<file path="config.mk">
export PLATFORM = sky130hd
export DESIGN_NAME = wide_adder_sequencer
export DESIGN_NICKNAME = d
export VERILOG_FILES = /design/src/rtl/wide_adder_sequencer_pkg.sv /design/src/rtl/wide_adder_sequencer_carry_select_adder.sv /design/src/rtl/wide_adder_sequencer.sv
export SDC_FILE = /design/constraint.sdc
export NUM_CORES = 1
export LEC_CHECK = 0
export CAP_MARGIN = 20
export CELL_PAD_IN_SITES_DETAIL_PLACEMENT = 0
export CELL_PAD_IN_SITES_GLOBAL_PLACEMENT = 2
export CORE_MARGIN = 10
export CORE_UTILIZATION = 34
export CTS_CLUSTER_SIZE = 30
export DETAILED_ROUTE_END_ITERATION = 6
export PLACE_DENSITY = 0.88
export SYNTH_ARGS = -nofsm -noshare
export SYNTH_HDL_FRONTEND = slang
export SYNTH_SLANG_ARGS = --single-unit
</file>
<file path="constraint.sdc">
create_clock -name clk -period 13.4 [get_ports clk]
set_clock_uncertainty 0.2 [all_clocks]
set_input_delay 1.34 -clock clk [delete_from_list [all_inputs] [get_ports clk]]
set_output_delay 1.34 -clock clk [all_outputs]
set_load 0.02 [all_outputs]
</file>
<file path="src/rtl/wide_adder_sequencer_pkg.sv">
// Shared types and helpers for the slice-serial wide add/subtract unit.
package wide_adder_sequencer_pkg;

    // Sequencer control states
    typedef enum logic [1:0] {
        S_IDLE = 2'd0,
        S_RUN  = 2'd1,
        S_DONE = 2'd2
    } seq_state_e;

    // Counter width for a given slice count; a single-slice unit still needs one bit
    function automatic int unsigned cnt_width(input int unsigned steps);
        return (steps > 1) ? $clog2(steps) : 1;
    endfunction

    // Two's-complement overflow from the top-bit signs of the operands and the result
    function automatic logic signed_ovf(input logic a_msb, input logic b_msb, input logic s_msb);
        return (a_msb == b_msb) && (s_msb != a_msb);
    endfunction

endpackage

</file>
<file path="src/rtl/wide_adder_sequencer_carry_select_adder.sv">
// N-bit carry-select adder: each SIZE-bit block precomputes both carry cases.
module carry_select_adder #(
    parameter int unsigned N    = 32,
    parameter int unsigned SIZE = 4
) (
    input  logic [N-1:0] a,
    input  logic [N-1:0] b,
    input  logic         cin,
    output logic [N-1:0] sum_c,
    output logic         cout_c
);

    localparam int unsigned BLOCKS = N / SIZE;

    logic [BLOCKS:0] blk_carry;

    assign blk_carry[0] = cin;

    // Per-block dual sums, selected by the incoming block carry
    for (genvar g = 0; g < int'(BLOCKS); g++) begin : g_blk
        logic [SIZE:0] res0;
        logic [SIZE:0] res1;

        assign res0 = {1'b0, a[g*SIZE +: SIZE]} + {1'b0, b[g*SIZE +: SIZE]};
        assign res1 = {1'b0, a[g*SIZE +: SIZE]} + {1'b0, b[g*SIZE +: SIZE]} + (SIZE+1)'(1);

        assign sum_c[g*SIZE +: SIZE] = blk_carry[g] ? res1[SIZE-1:0] : res0[SIZE-1:0];
        assign blk_carry[g+1]        = blk_carry[g] ? res1[SIZE]     : res0[SIZE];
    end

    assign cout_c = blk_carry[BLOCKS];

endmodule

</file>
<file path="src/rtl/wide_adder_sequencer.sv">
// WIDTH-bit add/subtract processed one N-bit slice per cycle, LSB slice first,
// with the inter-slice carry held in a register.
module wide_adder_sequencer
    import wide_adder_sequencer_pkg::*;
#(
    parameter int unsigned WIDTH = 128,
    parameter int unsigned N     = 32,
    parameter int unsigned SIZE  = 4
) (
    input  logic             clk,
    input  logic             rst,
    input  logic             in_valid,
    output logic             in_ready,
    input  logic [WIDTH-1:0] in_a,
    input  logic [WIDTH-1:0] in_b,
    input  logic             in_sub,
    input  logic             in_cin,
    output logic             out_valid,
    input  logic             out_ready,
    output logic [WIDTH-1:0] out_sum,
    output logic             out_cout,
    output logic             out_ovf,
    output logic             busy
);

    localparam int unsigned STEPS = WIDTH / N;
    localparam int unsigned CW    = cnt_width(STEPS);
    localparam logic [CW-1:0] LAST_CNT = CW'(STEPS - 1);

    // Parameter legality
    if ((WIDTH % N) != 0) begin : g_bad_width
        $error("wide_adder_sequencer: WIDTH must be a multiple of N");
    end
    if ((N % SIZE) != 0) begin : g_bad_size
        $error("wide_adder_sequencer: N must be a multiple of SIZE");
    end

    seq_state_e       state_q, state_d;
    logic [CW-1:0]    cnt_q, cnt_d;
    logic             carry_q, carry_d;
    logic [WIDTH-1:0] a_q, a_d;
    logic [WIDTH-1:0] b_q, b_d;
    logic [WIDTH-1:0] out_sum_q, out_sum_d;
    logic             out_cout_q, out_cout_d;
    logic             out_ovf_q, out_ovf_d;
    logic             out_valid_q, out_valid_d;

    logic [N-1:0]     slice_a;
    logic [N-1:0]     slice_b;
    logic [N-1:0]     slice_sum;
    logic             slice_cout;

    // Operand slice select for the shared adder
    always_comb begin
        slice_a = a_q[cnt_q*N +: N];
        slice_b = b_q[cnt_q*N +: N];
    end

    carry_select_adder #(
        .N    (N),
        .SIZE (SIZE)
    ) u_csa (
        .a      (slice_a),
        .b      (slice_b),
        .cin    (carry_q),
        .sum_c  (slice_sum),
        .cout_c (slice_cout)
    );

    // Next-state and datapath update
    always_comb begin
        state_d     = state_q;
        cnt_d       = cnt_q;
        carry_d     = carry_q;
        a_d         = a_q;
        b_d         = b_q;
        out_sum_d   = out_sum_q;
        out_cout_d  = out_cout_q;
        out_ovf_d   = out_ovf_q;
        out_valid_d = out_valid_q;

        case (state_q)
            S_IDLE: begin
                if (in_valid) begin
                    a_d     = in_a;
                    b_d     = in_sub ? ~in_b : in_b;
                    carry_d = in_sub | in_cin;
                    cnt_d   = '0;
                    state_d = S_RUN;
                end
            end
            S_RUN: begin
                out_sum_d[cnt_q*N +: N] = slice_sum;
                carry_d                 = slice_cout;
                cnt_d                   = cnt_q + CW'(1);
                if (cnt_q == LAST_CNT) begin
                    out_cout_d  = slice_cout;
                    out_ovf_d   = signed_ovf(slice_a[N-1], slice_b[N-1], slice_sum[N-1]);
                    out_valid_d = 1'b1;
                    cnt_d       = '0;
                    state_d     = S_DONE;
                end
            end
            S_DONE: begin
                if (out_ready) begin
                    out_valid_d = 1'b0;
                    state_d     = S_IDLE;
                end
            end
            default: begin
                out_valid_d = 1'b0;
                state_d     = S_IDLE;
            end
        endcase
    end

    // State and datapath registers; reset aborts any operation in flight
    always_ff @(posedge clk or posedge rst) begin
        if (rst) begin
            state_q     <= S_IDLE;
            cnt_q       <= '0;
            carry_q     <= 1'b0;
            a_q         <= '0;
            b_q         <= '0;
            out_sum_q   <= '0;
            out_cout_q  <= 1'b0;
            out_ovf_q   <= 1'b0;
            out_valid_q <= 1'b0;
        end else begin
            state_q     <= state_d;
            cnt_q       <= cnt_d;
            carry_q     <= carry_d;
            a_q         <= a_d;
            b_q         <= b_d;
            out_sum_q   <= out_sum_d;
            out_cout_q  <= out_cout_d;
            out_ovf_q   <= out_ovf_d;
            out_valid_q <= out_valid_d;
        end
    end

    assign in_ready  = (state_q == S_IDLE);
    assign busy      = (state_q == S_RUN) || (state_q == S_DONE);
    assign out_valid = out_valid_q;
    assign out_sum   = out_sum_q;
    assign out_cout  = out_cout_q;
    assign out_ovf   = out_ovf_q;

endmodule

</file>
Yosys cells after proc, flatten, opt, wreduce, memory -nomap -nowiden
Cells that the tools add are included.
{"block": "totals", "register_bits": 392, "in_bits": 262, "output_inout_bits": 133, "word_cells": 81}
{"block": "op_classes", "addsub": 18, "eq_ne": 8, "n_shift": 4, "mux": 30, "bitwise_logic": 3, "n_reduce_logical": 9}
{"op": "variable part select 128 x 8 -> 32 bit", "n": 2}
{"op": "bitwise mux 128 bit", "n": 1}
{"op": "2-to-1 mux 128 bit", "n": 1}
{"op": "NOT 128 bit", "n": 1}
{"op": "variable shift 32 x 34 -> 128 bit (first input constant)", "n": 1}
{"op": "variable part select 32 x 34 -> 128 bit", "n": 1}
{"op": "adder 4 x 4 -> 5 bit", "n": 8}
{"op": "adder 5 x 1 -> 5 bit (second input constant)", "n": 8}
{"op": "negator 7 -> 34 bit", "n": 1}
{"op": "2-to-1 mux 4 bit", "n": 8}
{"op": "2-to-1 mux 1 bit", "n": 11}
{"op": "2-to-1 mux 2 bit", "n": 5}
{"op": "inequality test 2 bit (second input constant)", "n": 3}
{"op": "one-hot mux 2 bit (3 select lines)", "n": 1}
{"op": "AND reduction 2 bit", "n": 3}
{"op": "AND reduction 3 bit", "n": 2}
{"op": "== test 2 bit (second input constant)", "n": 2}
{"op": "one-hot mux 2 bit (2 select lines)", "n": 1}
{"op": "one-hot mux 1 bit (3 select lines)", "n": 1}
{"op": "adder 2 x 1 -> 2 bit (second input constant)", "n": 1}
{"op": "== test 2 x 1 -> 1 bit (second input constant)", "n": 1}
{"op": "logical NOT 2 bit", "n": 1}
{"op": "one-hot mux 1 bit (2 select lines)", "n": 1}
{"op": "nonzero test 2 bit", "n": 1}
{"op": "6 further kinds", "n": 6}

Logic depth before layout (Yosys ltp)
{"block": "logic_depth", "word_depth": 13, "depth_mapped": 20, "ltp_nobuf": 17}

By module
Synthesis repeated with hierarchy kept, for this count alone.
{"block": "hier_totals", "cells_unflattened": 1456, "hier_area_um2": 18823.1}
{"module": "wide_adder_sequencer", "n_inst": 1, "cells_each": 1245, "area_per_inst_um2": 16955.0, "seq_area_each_um2": 9809.4}
{"module": "carry_select_adder", "n_inst": 1, "cells_each": 211, "area_per_inst_um2": 1868.0, "seq_area_each_um2": 0.0}

Worst setup path after synthesis
Ideal clock, no wire load.
{"block": "synth_path", "kind": "reg2reg", "start": "reg cnt_q[0]", "end": "reg carry_q", "setup_time_ns": 0.140, "t_arrival_ns": 5.888, "t_required_ns": 13.060, "setup_slack_ns": 7.172, "path_stages_with_launch": 21, "path_buffers": 3, "synth_period_minus_slack_ns": 6.228, "cell_sequence": "dfrtp_1 -> clkbuf_1 -> buf_1 -> buf_1 -> mux4_2 -> ha_1 -> fa_1 -> ha_1 -> nand2_1 -> a211o_1 -> mux2_2 -> a21boi_2 -> o31a_1 -> or3_4 -> nand3_1 -> or3b_4 -> mux2i_2 -> xnor2_2 -> nand4_1 -> xnor2_1 -> a31oi_1"}
{"block": "synth_via", "elab_chain_len": 12, "word_cells_on_any_way": 27, "classes_between": "add/sub: 16; shift: 2; mux: 9"}
{"item": "from (decl)", "line_no": "wide_adder_sequencer.sv:39", "source": "logic [CW-1:0] cnt_q, cnt_d;"}
{"item": "from (signal assigned)", "line_no": "wide_adder_sequencer.sv:131", "source": "cnt_q <= cnt_d;"}
{"item": "variable part select 128 x 8 -> 32 bit (on tied branches)", "line_no": "wide_adder_sequencer.sv:55, wide_adder_sequencer.sv:56"}
{"item": "adder 4 x 4 -> 5 bit", "line_no": "wide_adder_sequencer_carry_select_adder.sv:24, wide_adder_sequencer_carry_select_adder.sv:25"}
{"item": "adder 5 x 1 -> 5 bit", "line_no": "wide_adder_sequencer_carry_select_adder.sv:25", "source": "assign res1 = {1'b0, a[g*SIZE +: SIZE]} + {1'b0, b[g*SIZE +: SIZE]} + (SIZE+1)'(1);"}
{"item": "2-to-1 mux 1 bit (7 in series)", "line_no": "wide_adder_sequencer_carry_select_adder.sv:28", "source": "assign blk_carry[g+1] = blk_carry[g] ? res1[SIZE] : res0[SIZE];"}
{"item": "2-to-1 mux 1 bit *", "line_no": "wide_adder_sequencer_carry_select_adder.sv:28"}
{"item": "one-hot mux 1 bit (2 select lines) *", "line_no": "wide_adder_sequencer.sv:82", "source": "case (state_q)"}
{"item": "to (signal assigned)", "line_no": "wide_adder_sequencer.sv:132", "source": "carry_q <= carry_d;"}
{"item": "to (decl)", "line_no": "wide_adder_sequencer.sv:40", "source": "logic carry_q, carry_d;"}
Mark *: on every way between the ends. The rest lies on a longest branch, timed or not.
A chain may end at the register's enable or synchronous reset.

Final worst setup path
Ends and elaborated chain as after synthesis.

==> results.yml <==
outcome:
  status: "completed"
die:
  core_region_area_mm2: 0.0540
  fp.dieArea_mm2: 0.0646
  ios: 395
  num_rows: 85
  start_util_pct: 34.5
  die_height_um: 254
  die_w_um: 254
sta:
  fin_crit_sh_pct: 45.3
  finalSetupViolations: 0
  relSlewSlack_pct: 31.8
  holdWs_ps: 273
  rsz0062_at_grt: "no"
  setup_ws_ps: 7340
  finalSetupTns_ps: 0
  tightestPinTransition_ps: 1020
  slew_violations: 0
  hold_viol: 0
  fmax_mhz: 165
  finalWorstPathRequiredPeriod_ps: 6060
clock_network:
  clock_latency_ps: 560
  cts_buffers: 45
  clock-sinks: 392
  cts.path.max_buffers: 3
  cts.clk_slew.worst_paths_ps: 60
  cts_resized: 0
  cts_tree: "built"
  postCtsHoldBufs: 0
  cts.htree.levels: 2
  clock-root-buffer: "clkbuf_16"
  postCtsSetupBuffers: 0
critical_path:
  critPathLaunchType: "flop"
  critPathKind: "reg -> reg"
  cp.arrival_ps: 6280
  critPathLaunch: "cnt_q[0]"
  r2r_start: "cnt_q[0]"
  worst-path-max-fanout: 36
  required_ps: 13620
  cp-end-kind: "flop"
routing:
  vias: 13100
  first_pass_iters: 7
  wl_per_cell_um: 21.8
  wl_um: 57600
  drcViolationCount: 0
  viasPerCell: 4.97
  drt_iter0_drc: 750
  ant_nets: 0
yosys:
  synth_seq_cells: 392
  ys_warn_count: 0
  synthesis.nets: 1861
  yosysUniqueCellTypes: 58
  synth_top_family_by_area: "multiplexers"
  synth_area_leaders: "dfrtp_1, mux2_2, mux4_2"
  ys_seq_area_share_pct: 52.6
  syn_area_per_cell_um2: 12.1
  async_flop_share_pct: 100
  synthXorXnorAreaFrac_pct: 8.39
  synth_top_area_cell: "dfrtp_1"
  synth_area_mm2: 0.0186
  netlist.area_leader.share_pct: 52.6
  synth_enable_flop_cells: 0
  ys.flop_type: "dfrtp_1"
  synth_simple_gate_area_share_pct: 6.55
  synth.area.mux_share_pct: 16.2
  synth_compound_area_share_pct: 9.89
  syn_inst: 1542
  synthAdderAreaFrac_pct: 4.15
pwr:
  internal_power_mw: 3.99
  vdd_drop_max_v: 0.000138
  p_total_mw: 7.02
  pwr-share-comb_pct: 53.4
  netSwitchingFraction_pct: 43.2
  p_sw_mw: 3.03
  clockPowerShare_pct: 18.4
  p_leak_nw: 10.4
  powerDensity_mw_per_mm2: 283
  seq_power_share_pct: 28.2
global_route:
  antenna_found_initial: 17
  grt_max_degree: 230
  gr-total-overflow: 0
  grt_pass1_wl_um: 87000
  groute.usage.overall_pct: 17.6
  first_global_vias: 14100
cells_and_area:
  final_nets: 2220
  synthToLayoutAreaGrowth_pct: 33.3
  finalInstanceArea_mm2: 0.0248
  drive_above_1_share_pct: 15.9
placed_design:
  place.port_buffers: 394
  gp_congestion: 0.847
  dp_slack_ps: 7300
  dpl-instance-area_mm2: 0.0232
  hpwl_um: 43200
job:
  drv_cap: 0
hold_path:
  hold_start: "b_q[64]"
  worstHoldPathType: "reg -> reg"
-- worst max-delay path, cell delays in order, from the launching register on --
cell and delay [ps]:
dfrtp_4 650, buf_4 640, buf_4 550, mux4_2 570, ha_1 240, fa_1 410, xor2_1 290, and2_2 210
nand3_1 80, or3_4 350, nand3_1 80, or3b_4 420, mux2i_2 180, xnor2_2 400, nand4_1 220, xnor2_1 240
a31oi_1 110
-- metal layers --
layer  GRT usage [%]  wire [um]  vias to the layer above
met5               0        126                        -
met4            4.55        922                       16
met3            5.49       4410                       73
met2            28.3      27400                      369
met1            22.6      24800                     6514
li1                -          -                     6140
-- logic make-up after synthesis --
kind of cell,count (synthesis)
xor+xnor,176
flops,392
simple gates,290
compound gates,316
fa+ha+maj,57
mux,205
buf+inv,106
-- final timing paths --
kind                               end  depth (start not counted)  slack, ps
max                            carry_q                         16       7340
min                            b_q[64]                          2        270
max reg2reg                    carry_q                         16       7340
min reg2reg                    b_q[64]                          2        270
max in group asynchronous      b_q[33]                          4       9700
min in group asynchronous  out_sum[18]                          2       1080
-- through the flow --
step	utilization (%)	instances
6_report	46.0	2640
5_1_grt	46.0	2638
4_1_cts	45.9	2632
3_5_place_dp	43.0	2550
3_3_place_gp	43.0	2550
2_1_floorplan	-	1542
-- final cells by class --
cell class,instances,area [um2]
fillers,4927,29200
flip-flops and latches,392,9820
multi-input cells,1044,8430
repair buffers,408,4080
clock buffers,68,1400
well taps,696,871
clock inverters,14,184
inverters,10,45.0
diodes,8,20.0
-- synthesized netlist by cell type (2+ instances only) --
cell and n:
dfrtp_1 392, xor2_1 24, xnor2_2 2, and2_1 3, mux2_2 131, mux2i_1 9
o21ai_1 5, a22o_1 36, a21o_2 3, fa_1 8, a21oi_1 21, clkbuf_1 78
nand4b_1 2, a211o_1 2, a211oi_1 3, buf_1 17, mux4_2 64, o21ai_0 217
nor2_1 9, nand2_1 243, nand3b_1 3, nand3_1 7, a21o_1 12, inv_1 10
a32o_1 2, nand4_1 5, nor3_1 3, xnor2_1 149, nand2b_1 3, o31ai_1 2
a31oi_1 2, ha_1 49
-- power by group through the flow --
| stage | sequential, mW | combinational (mW) | clock (mW) |
|---|---|---|---|
| 6_report | 1.98 | 3.75 | 1.29 |
| 5_1_grt | 2.04 | 4.11 | 1.37 |
| 4_1_cts | 1.98 | 3.79 | 1.33 |
| 3_5_place_dp | 2.00 | 3.78 | 0 |
| 3_3_place_gp | 1.98 | 3.71 | 0 |
| 2_1_floorplan | 1.99 | 2.37 | 0 |
-- state kept, by name (all words and copies together), names as in the netlist --
name and flops:
out_ovf 1, out_cout 1, cnt_q 2, out_valid 1, state_q 2, a_q 128, b_q 128, out_sum 128
carry_q 1
-- cell usage in the layout, fill, tap and decap left out, types with 9 or more instances in the layout --
cell type and instances:
xor2_1 24, clkbuf_16 47, a21oi_1 21, nand2_1 242
a22o_1 36, clkbuf_8 14, mux2i_1 9, mux4_2 64
inv_1 9, nor2_1 9, clkdlybuf4s50_1 393, buf_4 12
o21ai_0 217, xnor2_1 149, a21o_1 12, mux2_2 131
dfrtp_1 390, ha_1 49
Note: power is estimated with default switching activity, not from simulation.
